**src/rtl/vram_sketch_writer_pkg.sv**
```systemverilog
// Shared types for the etch-a-sketch VRAM writer:
// display colours, touch bundle, FSM state encoding.
package vram_sketch_writer_pkg;

    localparam int COORD_W = $clog2(320);
    localparam int OFF_W   = COORD_W + 2;

    typedef logic [15:0] color_t;

    localparam color_t BLACK = 16'h0000;
    localparam color_t WHITE = 16'hFFFF;

    typedef struct packed {
        logic               valid;
        logic [COORD_W-1:0] x;
        logic [COORD_W-1:0] y;
    } touch_t;

    typedef enum logic [1:0] {
        S_IDLE,
        S_CLEAR,
        S_PAINT
    } state_t;

endpackage

```
**src/rtl/vram_sketch_writer_brush_scanner.sv**
```systemverilog
// Walks a BRUSH x BRUSH square row-major and reports
// signed offsets relative to the brush centre.
module vram_sketch_writer_brush_scanner
    import vram_sketch_writer_pkg::*;
#(
    parameter int BRUSH = 3
) (
    input  logic                    clk,
    input  logic                    rst,
    input  logic                    start,
    input  logic                    step,
    output logic signed [OFF_W-1:0] off_x,
    output logic signed [OFF_W-1:0] off_y,
    output logic                    last
);

    localparam int R     = (BRUSH - 1) / 2;
    localparam int CNT_W = (BRUSH > 1) ? $clog2(BRUSH) : 1;
    localparam logic [CNT_W-1:0] MAX = CNT_W'(BRUSH - 1);

    logic [CNT_W-1:0] dx_q, dx_d;
    logic [CNT_W-1:0] dy_q, dy_d;

    always_ff @(posedge clk) begin
        if (rst) begin
            dx_q <= '0;
            dy_q <= '0;
        end else begin
            dx_q <= dx_d;
            dy_q <= dy_d;
        end
    end

    always_comb begin
        dx_d = dx_q;
        dy_d = dy_q;
        last = (dx_q == MAX) && (dy_q == MAX);
        if (start) begin
            dx_d = '0;
            dy_d = '0;
        end else if (step) begin
            if (dx_q == MAX) begin
                dx_d = '0;
                dy_d = last ? '0 : dy_q + 1'b1;
            end else begin
                dx_d = dx_q + 1'b1;
            end
        end
    end

    assign off_x = OFF_W'(dx_q) - OFF_W'(R);
    assign off_y = OFF_W'(dy_q) - OFF_W'(R);

endmodule

```
**src/rtl/vram_sketch_writer.sv**
```systemverilog
// Write-side owner of the sketch VRAM: clears it after reset or on
// request and paints a brush square at each new touch point.
module vram_sketch_writer
    import vram_sketch_writer_pkg::*;
#(
    parameter int     DISPLAY_WIDTH  = 240,
    parameter int     DISPLAY_HEIGHT = 320,
    parameter int     VRAM_L         = DISPLAY_WIDTH * DISPLAY_HEIGHT,
    parameter int     BRUSH          = 3,
    parameter color_t CLEAR_COLOR    = BLACK
) (
    input  logic                      clk,
    input  logic                      rst,
    input  logic                      clear_req,
    input  logic                      touch_valid,
    input  logic [$clog2(320)-1:0]    touch_x,
    input  logic [$clog2(320)-1:0]    touch_y,
    input  logic [15:0]               pen_color,
    output logic                      busy,
    output logic                      vram_wr_ena,
    output logic [$clog2(VRAM_L)-1:0] vram_wr_addr,
    output logic [15:0]               vram_wr_data
);

    localparam int AW = $clog2(VRAM_L);
    localparam logic [AW-1:0] LAST_ADDR = AW'(VRAM_L - 1);

    state_t             state_q, state_d;
    logic [AW-1:0]      clr_cnt_q, clr_cnt_d;
    logic [COORD_W-1:0] cx_q, cx_d;
    logic [COORD_W-1:0] cy_q, cy_d;
    color_t             col_q, col_d;
    logic [COORD_W-1:0] last_x_q, last_x_d;
    logic [COORD_W-1:0] last_y_q, last_y_d;
    logic               last_valid_q, last_valid_d;
    logic               wr_ena_q, wr_ena_d;
    logic [AW-1:0]      wr_addr_q, wr_addr_d;
    color_t             wr_data_q, wr_data_d;

    logic                    scan_start;
    logic                    scan_step;
    logic                    scan_last;
    logic signed [OFF_W-1:0] off_x;
    logic signed [OFF_W-1:0] off_y;
    logic signed [OFF_W-1:0] px;
    logic signed [OFF_W-1:0] py;
    logic                    pix_ok;
    logic [AW-1:0]           pix_addr;
    logic                    touch_in_range;
    logic                    touch_repeat;

    vram_sketch_writer_brush_scanner #(
        .BRUSH (BRUSH)
    ) u_scanner (
        .clk   (clk),
        .rst   (rst),
        .start (scan_start),
        .step  (scan_step),
        .off_x (off_x),
        .off_y (off_y),
        .last  (scan_last)
    );

    always_ff @(posedge clk) begin
        if (rst) begin
            state_q      <= S_CLEAR;
            clr_cnt_q    <= LAST_ADDR;
            cx_q         <= '0;
            cy_q         <= '0;
            col_q        <= '0;
            last_x_q     <= '0;
            last_y_q     <= '0;
            last_valid_q <= 1'b0;
            wr_ena_q     <= 1'b0;
            wr_addr_q    <= '0;
            wr_data_q    <= '0;
        end else begin
            state_q      <= state_d;
            clr_cnt_q    <= clr_cnt_d;
            cx_q         <= cx_d;
            cy_q         <= cy_d;
            col_q        <= col_d;
            last_x_q     <= last_x_d;
            last_y_q     <= last_y_d;
            last_valid_q <= last_valid_d;
            wr_ena_q     <= wr_ena_d;
            wr_addr_q    <= wr_addr_d;
            wr_data_q    <= wr_data_d;
        end
    end

    // Brush pixel position; may fall off any screen edge.
    assign px = $signed({2'b00, cx_q}) + off_x;
    assign py = $signed({2'b00, cy_q}) + off_y;

    assign pix_ok = !px[OFF_W-1] && !py[OFF_W-1]
                 && (px < $signed(OFF_W'(DISPLAY_WIDTH)))
                 && (py < $signed(OFF_W'(DISPLAY_HEIGHT)));

    assign pix_addr = AW'(py) * AW'(DISPLAY_WIDTH) + AW'(px);

    assign touch_in_range = (touch_x < COORD_W'(DISPLAY_WIDTH))
                         && (touch_y < COORD_W'(DISPLAY_HEIGHT));

    assign touch_repeat = last_valid_q
                       && (touch_x == last_x_q)
                       && (touch_y == last_y_q);

    always_comb begin
        state_d      = state_q;
        clr_cnt_d    = clr_cnt_q;
        cx_d         = cx_q;
        cy_d         = cy_q;
        col_d        = col_q;
        last_x_d     = last_x_q;
        last_y_d     = last_y_q;
        last_valid_d = last_valid_q;
        wr_ena_d     = 1'b0;
        wr_addr_d    = wr_addr_q;
        wr_data_d    = wr_data_q;
        scan_start   = 1'b0;
        scan_step    = 1'b0;

        unique case (state_q)
            S_CLEAR: begin
                wr_ena_d  = 1'b1;
                wr_addr_d = clr_cnt_q;
                wr_data_d = CLEAR_COLOR;
                clr_cnt_d = clr_cnt_q - 1'b1;
                if (clr_cnt_q == '0) begin
                    state_d = S_IDLE;
                end
            end
            S_IDLE: begin
                if (clear_req) begin
                    clr_cnt_d = LAST_ADDR;
                    state_d   = S_CLEAR;
                end else if (touch_valid && touch_in_range
                             && !touch_repeat) begin
                    cx_d         = touch_x;
                    cy_d         = touch_y;
                    col_d        = pen_color;
                    last_x_d     = touch_x;
                    last_y_d     = touch_y;
                    last_valid_d = 1'b1;
                    scan_start   = 1'b1;
                    state_d      = S_PAINT;
                end else if (!touch_valid) begin
                    last_valid_d = 1'b0;
                end
            end
            S_PAINT: begin
                // Abort leaves one idle write slot before the clear.
                if (clear_req) begin
                    clr_cnt_d = LAST_ADDR;
                    state_d   = S_CLEAR;
                end else begin
                    scan_step = 1'b1;
                    if (pix_ok) begin
                        wr_ena_d  = 1'b1;
                        wr_addr_d = pix_addr;
                        wr_data_d = col_q;
                    end
                    if (scan_last) begin
                        state_d = S_IDLE;
                    end
                end
            end
            default: begin
                state_d = S_IDLE;
            end
        endcase
    end

    assign busy         = (state_q != S_IDLE);
    assign vram_wr_ena  = wr_ena_q;
    assign vram_wr_addr = wr_addr_q;
    assign vram_wr_data = wr_data_q;

endmodule
```
**config.mk**
```make
export PLATFORM = sky130hd
export DESIGN_NAME = vram_sketch_writer
export DESIGN_NICKNAME = d
export VERILOG_FILES = /design/src/rtl/vram_sketch_writer_pkg.sv /design/src/rtl/vram_sketch_writer_brush_scanner.sv /design/src/rtl/vram_sketch_writer.sv
export SDC_FILE = /design/constraint.sdc
export NUM_CORES = 1
export LEC_CHECK = 0
export CAP_MARGIN = 0
export CORE_MARGIN = 1
export CORE_UTILIZATION = 55
export CTS_BUF_LIST = sky130_fd_sc_hd__clkbuf_8 sky130_fd_sc_hd__clkbuf_16
export DETAILED_ROUTE_END_ITERATION = 8
export PLACE_DENSITY = 0.87
export SLEW_MARGIN = 20
export SYNTH_ARGS = -nofsm -noshare
export SYNTH_HDL_FRONTEND = slang
export SYNTH_SLANG_ARGS = --single-unit
```
**constraint.sdc**
```tcl
create_clock -name clk -period 15.6 [get_ports clk]
set_clock_uncertainty 0.15 [all_clocks]
set_input_delay 4.68 -clock clk [delete_from_list [all_inputs] [get_ports clk]]
set_output_delay 4.68 -clock clk [all_outputs]
set_load 0.02 [all_outputs]
```
==> results of run 1 <==
==> per-layer routing <==
| layer | GRT usage (%) | part of all wire (%) |
|---|---|---|
| met1 | 29.66 | 45 |
| met2 | 41.16 | 49 |
| met3 | 4.790 | 4.5 |
| met4 | 9.009 | 2.0 |
| met5 | 0 | 0 |
==> stage by stage <==
| stage | std cells | cell area (sq um) | worst slack (ns) | hold slack, ns |
|---|---|---|---|---|
| after floorplan | 771 | 6639 | 9.223 | 0.2813 |
| after global placement | 958 | 7412 | 8.030 | 0.2905 |
| after detailed placement | 958 | 7412 | 7.887 | 0.2939 |
| after CTS | 974 | 7720 | 8.258 | 0.3034 |
| after global routing | 974 | 7720 | 7.987 | 0.3236 |
| final | 974 | 7720 | 8.249 | 0.3041 |
==> area by class of cell <==
class / count / area [sq um]
clock buffers: 10 / 239.0
clock inverters: 6 / 68.82
fillers: 937 / 3894
inverters: 62 / 232.7
multi-input cells: 586 / 4420
flip-flops and latches: 92 / 1842
well taps: 143 / 178.9
repair buffers: 75 / 738.2
==> registers in the layout (all words and copies together), names as in the netlist, 2 cells and up <==
signal	flops
state_q	2
vram_wr_data	16
clr_cnt_q	17
u_scanner.dx_q	2
last_y_q	9
vram_wr_addr	17
u_scanner.dy_q	2
col_q	16
last_x_q	9
==> cells by family after synthesis <==
family / after synthesis
and+or+nand+nor: 230
AOI/OAI and AO/OA: 158
buffers and inverters: 93
DFF: 92
adders and majority gates: 77
xor gates and xnor gates: 76
muxes: 45
==> where the power goes <==
group          switching [mW]  total, mW  leakage [nW]  internal [mW]
clock                  0.0945      0.224         0.149          0.130
sequential             0.0122      0.266         0.748          0.254
combinational           0.582       1.06          2.09          0.476
total                   0.688       1.55          2.99          0.860
==> worst reg2reg max path: cells and delay by family, from the launching register on <==
family	cells	cell delay, ns
compound gates	11	2.12
xor+xnor	3	0.65
fa+ha+maj	7	2.46
buf+inv	5	0.42
flops	1	0.38
simple gates	3	0.73
==> cells in the mapped netlist (13+ instances only) <==
library cell / n / share of area [%]
dfxtp_1: 92 / 28
nor2_1: 85 / 4.8
ha_1: 61 / 11
inv_1: 61 / 3.4
a21oi_1: 58 / 4.4
nand2_1: 58 / 3.3
xnor2_1: 55 / 7.3
mux2i_1: 45 / 6.8
o211ai_1: 20 / 2.3
xor2_1: 20 / 2.6
clkbuf_1: 16 / 0.90
fa_1: 16 / 4.8
o21ai_0: 15 / 1.1
a211oi_2: 13 / 2.5
nand4_1: 13 / 1.2
nor3_1: 13 / 0.98
==> worst max path at each step <==
stage,to,startpoint,slack [ns]
after floorplan,vram_wr_addr[2]$_SDFFE_PP0P_,clear_req,9.22
after global placement,vram_wr_addr[2]$_SDFFE_PP0P_,clear_req,8.03
after detailed placement,vram_wr_addr[5]$_SDFFE_PP0P_,clear_req,7.89
after CTS,vram_wr_addr[5]$_SDFFE_PP0P_,clear_req,8.26
after global routing,vram_wr_addr[16]$_SDFFE_PP0P_,u_scanner.dy_q[0]$_SDFFE_PP0P_,7.99
final,vram_wr_addr[5]$_SDFFE_PP0P_,clear_req,8.25
==> flow_summary.yaml, run 1 <==
detailed_routing:
  num_vias: 5562
  via_per_inst: 5.710
  dr.pass1.iters: 7
  drt_wl_total_microns: 14640
  drc: 2
  ant_nets: 0
  first_iter_violations: 259
  wl_per_cell_microns: 15.03
run:
  cap_violations: 0
global_route:
  grt_max_degree: 75
  grt_usage_pct: 24.00
  grt_antenna_before_repair: 0
  grt_pass1_wl_microns: 24380
  overflow: 0
  grt_pass1_vias: 5291
synth:
  synth_top_family_by_area: "compound AO/OA/AOI/OAI gates"
  syn_nets: 886
  synth-seq-area-share_pct: 27.74
  ys_ff_latch: 92
  async_reset_ff_share_pct: 0
  synth_edf_count: 0
  ys.warnings.count: 0
  syn-cell-area_sq_um: 6639
  yosys.area_share.simple_pct: 16.26
  synth_compound_area_share_pct: 16.87
  avgSynthCellArea_sq_um: 8.611
  synth-adder-area-share_pct: 16.32
  syn_inst: 771
  yosys-mux-area-fraction_pct: 6.785
  synth_cell_types: 62
  synthXorXnorAreaFrac_pct: 10.23
  synth-main-ff-cell: "dfxtp_1"
worst_setup_path:
  crit_path_end_kind: "flop"
  cp-start-kind: "input pin"
  rr_startpoint: "u_scanner.dy_q[0]$_SDFFE_PP0P_"
  path_delay_family: "compound AO/OA/AOI/OAI gates"
  cp_common_cell: "nor2_1"
  r2r_slack_ns: 8.55
  criticalPathCategory: "input pin to flop"
  crit_fanout: 32
  critPathBufInv: 2
  path_cells: "clkdlybuf4s50_1 > nor2_1 > and4b_1 > o21a_1 > o211ai_2 > buf_4 > o21ai_4 > mux2i_1 > nor2_1"
  reg2regPathDepth: 29
  timing.rr.end: "vram_wr_addr[16]$_SDFFE_PP0P_"
  worstPathArrival_ns: 7.41
  crit_cells: 9
  slowest_delay_ns: 0.79
  cp_data_required_time_ns: 15.66
  slowest_stage: "o21ai_4"
sta:
  fmax_mhz: 136.0
  slew_headroom_pct: 35.60
  tightest_slew_ns: 0.9624
  tns_ns: 0
  timing.final.crit_share_pct: 47.12
  final_hold_viol_count: 0
  slew_violations: 0
  setup_viol: 0
  rsz0062_at_grt: "false"
  period_minus_slack_ns: 7.351
final_layout:
  diodes: 0
  nNetsFinal: 941
  area_growth_pct: 16.28
  final_common_cell: "dfxtp_1"
  final_cell_mix: "92 x dfxtp_1, 84 x nor2_1, 71 x clkdlybuf4s50_1"
  drive_gt1_share_pct: 5.415
  post-route-util_pct: 66.47
clocking:
  cts_tree: "built"
  worstSkewPairLatency_ns: 0.34
  h-tree-depth: 3
  cts_root_buf: "clkbuf_16"
  cts_buffer_depth: 2
  clk_pin_slew_worst_paths_ns: 0.07
  numClockSinks: 92
  cts_setup_buffers: 0
  ctsResizeCount: 0
  ctsHoldBuffers: 0
  cts_buffers: 9
floorplanning:
  start_util_pct: 57.16
  core_sq_um: 11610
  io_pins: 73
  die_y_microns: 111.9
  rows: 39
  die_area_sq_um: 12510
  die_w_microns: 111.9
worst_hold_path:
  min_path_type: "flop to flop"
  hp-start: "col_q[4]$_SDFFE_PP0P_"
  min_to: "vram_wr_data[4]$_SDFFE_PP0P_"
  hold_path_depth: 2
run_status:
  status: "complete, but fails checks"
  violations: "design-rule violations"
power_and_ir_drop:
  power_mw: 1.549
  vdd_drop_max_v: 0.0002314
  p_leak_nw: 2.991
  powerDensity_nw_per_um2: 200.6
placed_design:
  place_congestion: 0.8460
  dp_hpwl_microns: 10970
  io_buffers: 72
Power figures use the tool's default switching activity.
==> run 2, diff against run 1 <==
--- a/config.mk
+++ b/config.mk
@@ -7,10 +7,10 @@
 export LEC_CHECK = 0
 export CAP_MARGIN = 0
 export CORE_MARGIN = 1
-export CORE_UTILIZATION = 55
+export CORE_UTILIZATION = 52
 export CTS_BUF_LIST = sky130_fd_sc_hd__clkbuf_8 sky130_fd_sc_hd__clkbuf_16
 export DETAILED_ROUTE_END_ITERATION = 8
-export PLACE_DENSITY = 0.87
+export PLACE_DENSITY = 0.86
 export SLEW_MARGIN = 20
 export SYNTH_ARGS = -nofsm -noshare
 export SYNTH_HDL_FRONTEND = slang
==> constraint.sdc (replaced) <==
create_clock -name clk -period 6.59 [get_ports clk]
set_clock_uncertainty 0.15 [all_clocks]
set_input_delay 1.977 -clock clk [delete_from_list [all_inputs] [get_ports clk]]
set_output_delay 1.977 -clock clk [all_outputs]
set_load 0.02 [all_outputs]
==> run 2 against run 1 <==
Against the previous run:
- the flow now finishes without violations
- routed wire length rose by 2.4%
- global-route usage fell by 0.80 points
- design area rose by 2.9%
- die area rose by 5.7%
- total power rose by 140%
- critical path depth rose by 20
- critical path type is now flop to flop
==> flow_summary.yaml, run 2 (synthesis gave the netlist of run 1 again) <==
clocking:
  cts_root_buf: "clkbuf_16"
  worstSkewPairLatency_ns: 0.35
  clk_pin_slew_worst_paths_ns: 0.07
  cts_buffer_depth: 2
  numClockSinks: 92
  cts_buffers: 9
  h-tree-depth: 3
  cts_tree: "built"
worst_hold_path:
  hp-start: "col_q[15]$_SDFFE_PP0P_"
  min_path_type: "flop to flop"
  hold_path_depth: 2
worst_setup_path:
  r2r_slack_ns: 0.29
  startpoint: "u_scanner.dy_q[0]$_SDFFE_PP0P_"
  crit_path_end_kind: "flop"
  cp_common_cell: "inv_1"
  criticalPathCategory: "flop to flop"
  rr_startpoint: "u_scanner.dy_q[0]$_SDFFE_PP0P_"
  reg2regPathDepth: 29
  crit_fanout: 4
  cp_data_required_time_ns: 6.65
  slowest_delay_ns: 0.52
  timing.rr.end: "vram_wr_addr[16]$_SDFFE_PP0P_"
  cp-start-kind: "flop"
  worstPathArrival_ns: 6.36
  slowest_stage: "fa_1"
  endpoint: "vram_wr_addr[16]$_SDFFE_PP0P_"
final_layout:
  seq_area_sq_um: 1844
  drive_gt1_share_pct: 8.284
  final_cell_area_sq_um: 7943
  final_common_cell: "dfxtp_1"
  area_growth_pct: 19.64
  final_cell_mix: "90 x dfxtp_1, 84 x nor2_1, 71 x clkdlybuf4s50_1"
  diodes: 0
  nNetsFinal: 955
  multiInputGateArea_sq_um: 4479
  filler_cell_count: 1005
power_and_ir_drop:
  pwr-share-clk_pct: 15.4
  vdd_drop_max_v: 0.0005162
  powerDensity_nw_per_um2: 474.9
  p_leak_nw: 3.086
  netSwitchingFraction_pct: 42.69
  power.switching_mw: 1.610
  intPower_mw: 2.161
  p_comb_share_pct: 67.8
  p_seq_share_pct: 16.8
floorplanning:
  io_pins: 73
  core_sq_um: 12210
  die_y_microns: 115.0
  die_w_microns: 115.0
  die_area_sq_um: 13220
  start_util_pct: 54.36
  rows: 40
sta:
  setup_viol: 0
  timing.final.crit_share_pct: 95.57
  period_minus_slack_ns: 6.298
  tightest_slew_ns: 1.035
  slew_violations: 0
  holdWs_ns: 0.3081
  fmax_mhz: 158.8
  slew_headroom_pct: 31.02
  final_hold_viol_count: 0
detailed_routing:
  wl_per_cell_microns: 14.79
  ant_nets: 0
  via_per_inst: 5.540
  first_iter_violations: 227
  drt_wl_total_microns: 14990
  drc: 0
  dr.pass1.iters: 4
  num_vias: 5612
placed_design:
  place_congestion: 0.8215
  placed_area_sq_um: 7488
  io_buffers: 72
  dp_hpwl_microns: 11170
global_route:
  grt_usage_pct: 23.20
  grt_pass1_wl_microns: 24570
  grt_pass1_vias: 5387
  grtUsageMet2_pct: 39.36
  grt_antenna_before_repair: 0
  met3_usage_pct: 6.431
  overflow: 0
  met1_usage_pct: 28.52
  busiest_layer: "met2"
  grt_max_degree: 75
run:
  cap_violations: 0
run_status:
  status: "completed"
-- run 2: power by group through the flow --
stage          clock, mW  combinational, mW  sequential (mW)
5_1_grt            0.605               2.88            0.638
2_1_floorplan          0               1.94            0.675
6_report           0.581               2.56            0.633
4_1_cts            0.585               2.45            0.632
3_5_place_dp           0               2.43            0.644
3_3_place_gp           0               2.37            0.642
-- run 2: stage by stage --
step	total power, mW	setup WS (ns)	TNS (ns)	util [%]	cells
final	3.772	0.2919	0	65.04	1013
after global routing	4.128	-0.07753	-0.1116	65.04	1013
after CTS	3.665	0.04890	0	64.10	1005
after detailed placement	3.076	-0.03903	-0.03903	61.32	989
after global placement	3.009	0.1809	0	61.32	989
after floorplan	2.611	0.2976	0	-	771
-- run 2: worst max-delay path: cells and delay by family, from the launching register on --
kind                     cells  cell delay, ns
XOR/XNOR                     3            0.47
adder cells (fa/ha/maj)      6            2.19
buffers and inverters        6            0.49
AND/OR/NAND/NOR              3            0.73
AO/OA/AOI/OAI               11            1.77
flip-flops                   1            0.35
-- run 2: timing repair --
item / in CTS / in global routing
pin swaps: 0 / 10
endpoints found under the setup margin: 1 / 4
hold buffers: 0 / 0
gates resized for setup: 1 / 12
setup buffers: 0 / 8
-- run 2: final cells by class --
cell class	instances	share of cell area [%]
multi-input combinational	586	56.40
sequential	92	23.22
timing repair buffer	89	10.62
clock buffer	10	3.009
inverter	62	2.930
tap	168	2.647
clock inverter	6	1.181
-- run 2: how the worst min path moves through the flow --
| stage | to | slack, ns |
|---|---|---|
| after floorplan | vram_wr_data[0]$_SDFFE_PP0P_ | 0.28 |
| after global placement | vram_wr_data[2]$_SDFFE_PP0P_ | 0.29 |
| after detailed placement | vram_wr_data[8]$_SDFFE_PP0P_ | 0.30 |
| after CTS | vram_wr_data[13]$_SDFFE_PP0P_ | 0.31 |
| after global routing | vram_wr_data[13]$_SDFFE_PP0P_ | 0.32 |
| final | vram_wr_data[15]$_SDFFE_PP0P_ | 0.31 |
-- run 2: routing by layer --
metal | part of all wire [%] | vias to the layer above
met5 | 0 | -
met4 | 1.6 | 0
met3 | 6.5 | 22
met2 | 48 | 161
met1 | 44 | 2614
li1 | - | 2815
